### config.mk
export PLATFORM = sky130hd
export DESIGN_NAME = uart_rx_frame_buffer
export DESIGN_NICKNAME = d
export VERILOG_FILES = /design/src/rtl/uart_pkg.sv /design/src/rtl/uart_sync_fifo.sv /design/src/rtl/uart_rx_frame_buffer.sv
export SDC_FILE = /design/constraint.sdc
export NUM_CORES = 1
export LEC_CHECK = 0
export CORE_UTILIZATION = 60
export DETAILED_ROUTE_END_ITERATION = 7
export GPL_TIMING_DRIVEN = 1
export PLACE_DENSITY = 0.8
export SYNTH_ARGS = -nofsm -noshare
export SYNTH_HDL_FRONTEND = slang
export SYNTH_SLANG_ARGS = --single-unit
### constraint.sdc
create_clock -name clk -period 6.9 [get_ports clk]
set_input_delay 1.035 -clock clk [delete_from_list [all_inputs] [get_ports clk]]
set_output_delay 1.035 -clock clk [all_outputs]
set_load 0.01 [all_outputs]
### src/rtl/uart_pkg.sv
// Shared types and frame layout for the UART receive path.
// The frame is {stop, d7..d0, start} as delivered by the receiver shift register.
package uart_pkg;

    typedef enum logic [1:0] {
        IDLE,
        ACTIVE,
        CHECK
    } rxb_state_t;

    localparam int FRAME_W   = 10;
    localparam int START_BIT = 0;
    localparam int STOP_BIT  = 9;
    localparam int DATA_LSB  = 1;
    localparam int DATA_MSB  = 8;

    // A frame is well formed when the start bit is low and the stop bit is high.
    function automatic logic frame_ok(input logic [FRAME_W-1:0] f);
        return (f[START_BIT] == 1'b0) && (f[STOP_BIT] == 1'b1);
    endfunction

endpackage

### src/rtl/uart_sync_fifo.sv
// First-word fall-through FIFO; dout shows the head entry, zero when empty.
// A push into a full FIFO is accepted only when a pop happens in the same cycle.
module uart_sync_fifo #(
    parameter  int DEPTH = 16,
    parameter  int W     = 8,
    localparam int AW    = $clog2(DEPTH)
) (
    input  logic          clk,
    input  logic          rst,
    input  logic          push,
    input  logic          pop,
    input  logic [W-1:0]  din,
    output logic [W-1:0]  dout,
    output logic          empty,
    output logic          full,
    output logic [AW:0]   count
);

    logic [W-1:0]  mem [DEPTH];
    logic [AW-1:0] wr_ptr_reg;
    logic [AW-1:0] rd_ptr_reg;
    logic [AW:0]   count_reg;
    logic          do_push;
    logic          do_pop;

    assign empty   = (count_reg == '0);
    assign full    = (count_reg == (AW+1)'(DEPTH));
    assign do_pop  = pop && !empty;
    // The pop frees a slot first, so push-while-full is legal alongside a pop.
    assign do_push = push && (!full || do_pop);

    always_ff @(posedge clk or posedge rst) begin
        if (rst) begin
            wr_ptr_reg <= '0;
            rd_ptr_reg <= '0;
            count_reg  <= '0;
        end else begin
            if (do_push) begin
                wr_ptr_reg <= wr_ptr_reg + AW'(1);
            end
            if (do_pop) begin
                rd_ptr_reg <= rd_ptr_reg + AW'(1);
            end
            case ({do_push, do_pop})
                2'b10:   count_reg <= count_reg + (AW+1)'(1);
                2'b01:   count_reg <= count_reg - (AW+1)'(1);
                default: count_reg <= count_reg;
            endcase
        end
    end

    // Storage carries no reset; stale contents are masked by empty.
    always_ff @(posedge clk) begin
        if (do_push) begin
            mem[wr_ptr_reg] <= din;
        end
    end

    assign dout  = empty ? '0 : mem[rd_ptr_reg];
    assign count = count_reg;

endmodule

### src/rtl/uart_rx_frame_buffer.sv
// Buffers completed UART frames: synchronises the receiver busy flag, checks the
// start/stop bits once per frame and queues the data byte, with sticky error flags.
module uart_rx_frame_buffer
    import uart_pkg::*;
#(
    parameter  int DEPTH = 16,
    localparam int AW    = $clog2(DEPTH)
) (
    input  logic               clk,
    input  logic               rst,
    input  logic               reading,
    input  logic [FRAME_W-1:0] frame,
    input  logic               pop,
    input  logic               clr_err,
    output logic [7:0]         data_out,
    output logic               empty,
    output logic               full,
    output logic [AW:0]        count,
    output logic               frame_err,
    output logic               overrun,
    output logic               frame_valid
);

    logic       rd_meta_reg;
    logic       rd_s_reg;
    rxb_state_t state_reg;
    rxb_state_t state_next;
    logic       fifo_push;
    logic       err_set;
    logic       ovr_set;
    logic       frame_err_reg;
    logic       overrun_reg;
    logic       frame_valid_reg;

    // reading may come from the divided receiver clock, so treat it as asynchronous.
    always_ff @(posedge clk or posedge rst) begin
        if (rst) begin
            rd_meta_reg <= 1'b0;
            rd_s_reg    <= 1'b0;
        end else begin
            rd_meta_reg <= reading;
            rd_s_reg    <= rd_meta_reg;
        end
    end

    always_ff @(posedge clk or posedge rst) begin
        if (rst) begin
            state_reg <= IDLE;
        end else begin
            state_reg <= state_next;
        end
    end

    always_comb begin
        state_next = state_reg;
        fifo_push  = 1'b0;
        err_set    = 1'b0;
        ovr_set    = 1'b0;
        case (state_reg)
            IDLE: begin
                if (rd_s_reg) begin
                    state_next = ACTIVE;
                end
            end
            ACTIVE: begin
                if (!rd_s_reg) begin
                    state_next = CHECK;
                end
            end
            CHECK: begin
                state_next = IDLE;
                if (!frame_ok(frame)) begin
                    err_set = 1'b1;
                end else if (!full || pop) begin
                    fifo_push = 1'b1;
                end else begin
                    ovr_set = 1'b1;
                end
            end
            default: state_next = IDLE;
        endcase
    end

    // Sticky flags: a new event in the same cycle as a clear keeps the flag set.
    always_ff @(posedge clk or posedge rst) begin
        if (rst) begin
            frame_err_reg   <= 1'b0;
            overrun_reg     <= 1'b0;
            frame_valid_reg <= 1'b0;
        end else begin
            frame_valid_reg <= fifo_push;
            if (err_set) begin
                frame_err_reg <= 1'b1;
            end else if (clr_err) begin
                frame_err_reg <= 1'b0;
            end
            if (ovr_set) begin
                overrun_reg <= 1'b1;
            end else if (clr_err) begin
                overrun_reg <= 1'b0;
            end
        end
    end

    uart_sync_fifo #(
        .DEPTH (DEPTH),
        .W     (8)
    ) u_fifo (
        .clk   (clk),
        .rst   (rst),
        .push  (fifo_push),
        .pop   (pop),
        .din   (frame[DATA_MSB:DATA_LSB]),
        .dout  (data_out),
        .empty (empty),
        .full  (full),
        .count (count)
    );

    assign frame_err   = frame_err_reg;
    assign overrun     = overrun_reg;
    assign frame_valid = frame_valid_reg;

endmodule
Word-level counts from Yosys, hierarchy flattened
Memory sizes are Yosys's and may differ from the RTL's.
Cells that the tools add are included.
- flip-flop bits (word level): 20
- memory bits (writable): 128
- output and inout port bits: 18
- memories kept: 1
- memory list (memory ; words ; width ; read ports ; clocked after memory_dff ; write ports ; RTL line ; source):
    u_fifo.mem ; 16 ; 8 ; 1 ; 0 ; 1 ; uart_sync_fifo.sv:19 ; logic [W-1:0] mem [DEPTH];
- add/subtract/negate cells: 4
- equality and inequality tests: 7
- multiplexer cells: 18
- bitwise gates (word level): 1
- reductions and logical operators: 13
- operators with widths (kind ; number):
    two-way mux 1 bit ; 13
    case mux 5 bit (2 select lines) ; 1
    adder 4 x 1 -> 4 bit (second input constant) ; 2
    two-way mux 8 bit ; 1
    nonzero test 2 bit ; 3
    adder 5 x 1 -> 5 bit (second input constant) ; 1
    equality test 5 bit (second input constant) ; 1
    logical NOT 5 bit ; 1
    subtractor 5 x 1 -> 5 bit (second input constant) ; 1
    equality test 2 x 1 -> 1 bit (second input constant) ; 2
    equality test 2 bit (second input constant) ; 2
    two-way mux 2 bit ; 2
    inequality test 2 bit (second input constant) ; 2
    case mux 2 bit (2 select lines) ; 1
    logical AND 1 bit ; 3
    logical NOT 1 bit ; 2
    logical NOT 2 bit ; 1
    logical OR 1 bit ; 2
    AND reduction 2 bit ; 1
    NOT 1 bit ; 1

Logic depth before layout (Yosys ltp)
- word-level depth: 9
- depth in mapped cells: 13

Cells and area by module
From an unflattened synthesis, not the netlist that was laid out.
- cell total of the unflattened synthesis: 326
- area, all modules: 6107.1 µm²
- by module, submodules not included (module ; instances ; cells an instance ; area each (µm²) ; seq. area each (µm²)):
    uart_sync_fifo ; 1 ; 306 ; 5846.9 ; 4169.0
    uart_rx_frame_buffer ; 1 ; 20 ; 260.2 ; 175.2

Least setup slack after synthesis
Ideal clock, no wire load.
- path kind: input -> register
- start: in frame[0]
- end: reg u_fifo.count_reg[4] (netlist: u_fifo.count[4])
- setup time: 0.147 ns
- data arrival time: 3.173 ns
- required time: 6.753 ns
- path slack: 3.580 ns
- cell stages on the path: 11
- buffers on the path: 1
- cell sequence: nand4bb_1 a31oi_2 inv_1 ha_1 clkbuf_1 xor2_1 ha_1 o211a_1 or4_1 nand3_1 a311oi_1
- word-level cells in the longest chain between the ends: 7
- elaborated cells on any way between the ends: 9
- those cells by class: eq/ne (2); mux (3); bitwise (1); reduce/logical (3)
- RTL lines (what ; RTL line ; source):
    start, declared ; uart_rx_frame_buffer.sv:12 ; input logic [FRAME_W-1:0] frame,
    NOT 1 bit * ; uart_pkg.sv:19 ; return (f[START_BIT] == 1'b0) && (f[STOP_BIT] == 1'b1);
    logical AND 1 bit * ; uart_pkg.sv:19 ;
    two-way mux 1 bit * ; uart_rx_frame_buffer.sv:72 ; if (!frame_ok(frame)) begin
    two-way mux 1 bit * ; uart_rx_frame_buffer.sv:59 ; case (state_reg)
    named net fifo_push ; uart_rx_frame_buffer.sv:28 ; logic fifo_push;
    logical AND 1 bit * ; uart_sync_fifo.sv:30 ; assign do_push = push && (!full || do_pop);
    equality test 2 x 1 -> 1 bit or equality test 2 bit (tied branches) ; uart_sync_fifo.sv:44 ; case ({do_push, do_pop})
    case mux 5 bit (2 select lines) or nonzero test 2 bit (tied branches) ; n/a ;
    end signal, assigned ; uart_sync_fifo.sv:45 ; 2'b10: count_reg <= count_reg + (AW+1)'(1);
    end signal, assigned ; uart_sync_fifo.sv:46 ; 2'b01: count_reg <= count_reg - (AW+1)'(1);
    end signal, assigned ; uart_sync_fifo.sv:47 ; default: count_reg <= count_reg;
    end, declared ; uart_sync_fifo.sv:22 ; logic [AW:0] count_reg;
Mark *: on every way through the listed nets, which the timed path passes. The rest lies on a longest branch.
A chain may end at the register's enable or synchronous reset.

Worst setup path after layout
- start: reg u_fifo.rd_ptr_reg[1]
- end: out data_out[5]
- word-level cells in the longest chain between the ends: 2
- RTL lines (what ; RTL line ; source):
    start, declared ; uart_sync_fifo.sv:21 ; logic [AW-1:0] rd_ptr_reg;
    start signal, assigned ; uart_sync_fifo.sv:42 ; rd_ptr_reg <= rd_ptr_reg + AW'(1);
    memory read (16 x 8 bit) ; n/a ;
    two-way mux 8 bit ; uart_sync_fifo.sv:59 ; assign dout = empty ? '0 : mem[rd_ptr_reg];
    end, declared ; uart_rx_frame_buffer.sv:15 ; output logic [7:0] data_out,
No other way between the ends.

==> metrics.txt <==
Top FF cell, synth=edfxtp_1; largest area contributor in the netlist=edfxtp_1; Vias/cell=6.14; first-pass GRT wire length=18300 um; final worst setup slack=2.43 ns; RSZ-0062 raised after global routing=false; DP Wirelength=~7400 um; Syn. warnings=0; pin count of the biggest net entering global routing=28; critical path arrival=3.43 ns; Final min period=approximately 4.5 ns; nets=about 390; global route overflow=0; count leader, synth=edfxtp_1; pwr/cell area=391 nW/um^2; Hold Path Class=reg -> reg; register area share after synthesis=0.709; FFs w/ async S/R, synth=0.135; Setup CP Type=reg -> out; Worst Path Max Fanout=20; initial detailed-routing violation count=265; hold path start=rd_meta_reg; Cell Area, Synth=a little over 6000 sq um; Distinct cells, synth=47; Syn Area/Cell=18.7 sq um; I/O Pins=33; Final Max Slew Viols=0; GP Congestion=0.789; syn_nets=352; flops & latches, synth=148; Slew Limit Headroom=0.148; CP endpoint kind=primary output; status=finished clean; max reg flops=128; Placed Instances=478; CTS Root Cell=clkbuf_8; WHS=0.363 ns; clock-pin slew of the registers on the worst-case setup and hold paths=0.06 ns; commonest cells in the netlist=128 x edfxtp_1, 24 x mux4_2, 20 x dfrtp_1; Initial Utilization=0.624; die area=10600 sq um; core area=9820 sq um; Pre-Repair DR Iteration Count=5; Residual DRC=0; worst slack at placement=2.93 ns; maximum vdd drop=0.000259 V; vias=about 3100; Rows=36; IO Port Bufs=32; number of flops mapped to enable cells by yosys=128; post-CTS setup buffer count=0; setup violators final=0; fmax=0.224 GHz; Syn Inst Count=328; WL/cell=23.4 um; initial antenna violation count=0; gr usage total=0.257; Worst Tran Pin Value=~1.3 ns; CTS tree=yes; CTS Buf Count=17; Hold Violations, Final=0; Pleak=2.40 nW; n_diodes=0; FF-to-FF Start=u_fifo.count[1]; CTS Sinks=between 100 and 150; Area contributors post-synth=edfxtp_1 63%, mux4_2 8.8%, dfrtp_1 8.2%, mux4_1 3.4%, ha_1 1.8%; CP required=5.86 ns; Final Skew=0.00982 ns; clock tree buffer depth=2; chip height=103 um; worst setup path start=u_fifo.rd_ptr_reg[1]; Routed WL=about 12000 um; max_cap viols=0; chip width=103 um; final setup TNS=0 ns; share of layout cells above drive strength 1=0.178; top cell type's share of synthesized area=0.627; Clk Latency, worst-skew pair=0.52 ns; hold_buf cts=0; Setup crit start kind=flip-flop; Area growth syn-to-layout=15.1%; non-filler cells, final=510; Resized Gates After CTS=0; Tcrit/Tclk final=0.647; antenna viol nets, final=0; htree depth=4; vias in the first global route=3178
per-layer routing:
| layer | part of all wire | global-route usage | vias to the layer above |
|---|---|---|---|
| met4 | 0.021 | 0.0986 | 0 |
| li1 | - | - | 1379 |
| met1 | 0.38 | 0.315 | 1578 |
| met3 | 0.071 | 0.0664 | 21 |
| met5 | 0 | 0 | - |
| met2 | 0.53 | 0.441 | 155 |
cell type report:
| type | count | area, sq um |
|---|---|---|
| multi-input combinational | 150 | 1600 |
| clock buffer | 19 | 422 |
| timing repair buffer | 36 | 350 |
| fill | 618 | 2770 |
| tap | 133 | 166 |
| clock inverter | 13 | 134 |
| sequential | 148 | 4340 |
| inverter | 11 | 41.3 |
path summary, 6_finish.rpt:
check                      slack (ns)                   end  cells past startpoint
max in group asynchronous        5.43  u_fifo.rd_ptr_reg[1]                      2
hold / removal                   0.36              rd_s_reg                      0
min in group asynchronous        0.96           frame_valid                      2
setup reg to reg                 3.55       u_fifo.count[4]                     11
setup / recovery                 2.43           data_out[5]                      6
hold reg to reg                  0.36              rd_s_reg                      0
cell families (layout without fill, tap and decap cells):
kind of cell	count (synthesis)	after routing	synth area share
buffers and inverters	30	79	0.0310
AO/OA/AOI/OAI	31	31	0.0312
XOR/XNOR	10	10	0.0143
adder cells (fa/ha/maj)	9	9	0.0184
AND/OR/NAND/NOR	50	50	0.0427
multiplexers	50	50	0.154
flip-flops	148	148	0.709
report_power, final:
part	switching [W]	internal (W)	total, W
Sequential	0.0000949	0.00102	0.00111
Combinational	0.000364	0.000429	0.000793
Clock	0.000340	0.000512	0.000852
per-stage QoR:
| step | total power, W | cell area [sq um] | util |
|---|---|---|---|
| 3_5_place_dp | 0.00192 | 6500 | 0.662 |
| 6_report | 0.00276 | 7050 | 0.718 |
| 3_3_place_gp | 0.00189 | 6500 | 0.662 |
| 5_1_grt | 0.00288 | 7050 | 0.718 |
| 2_1_floorplan | 0.00169 | 6130 | - |
| 4_1_cts | 0.00278 | 7050 | 0.718 |
critical path, cell delays in order (launching register included):
cell,delay (ns)
dfrtp_1,0.86
buf_4,0.43
mux4_1,0.63
mux2_2,0.29
o21ai_1,0.11
a21oi_1,0.06
clkdlybuf4s50_1,0.51
layout by cell type (no fill, tap or decap), drive strengths merged, types with 6 or more instances in the layout:
cell / count
mux2: 10
edfxtp: 128
a21oi: 9
nand2: 10
mux4: 32
nor2: 15
dfrtp: 20
clkdlybuf4s50: 32
inv: 13
ha: 9
clkinv: 6
mux2i: 8
o21ai: 12
xnor2: 7
clkbuf: 19
Note: power is estimated with default switching activity, not from simulation.
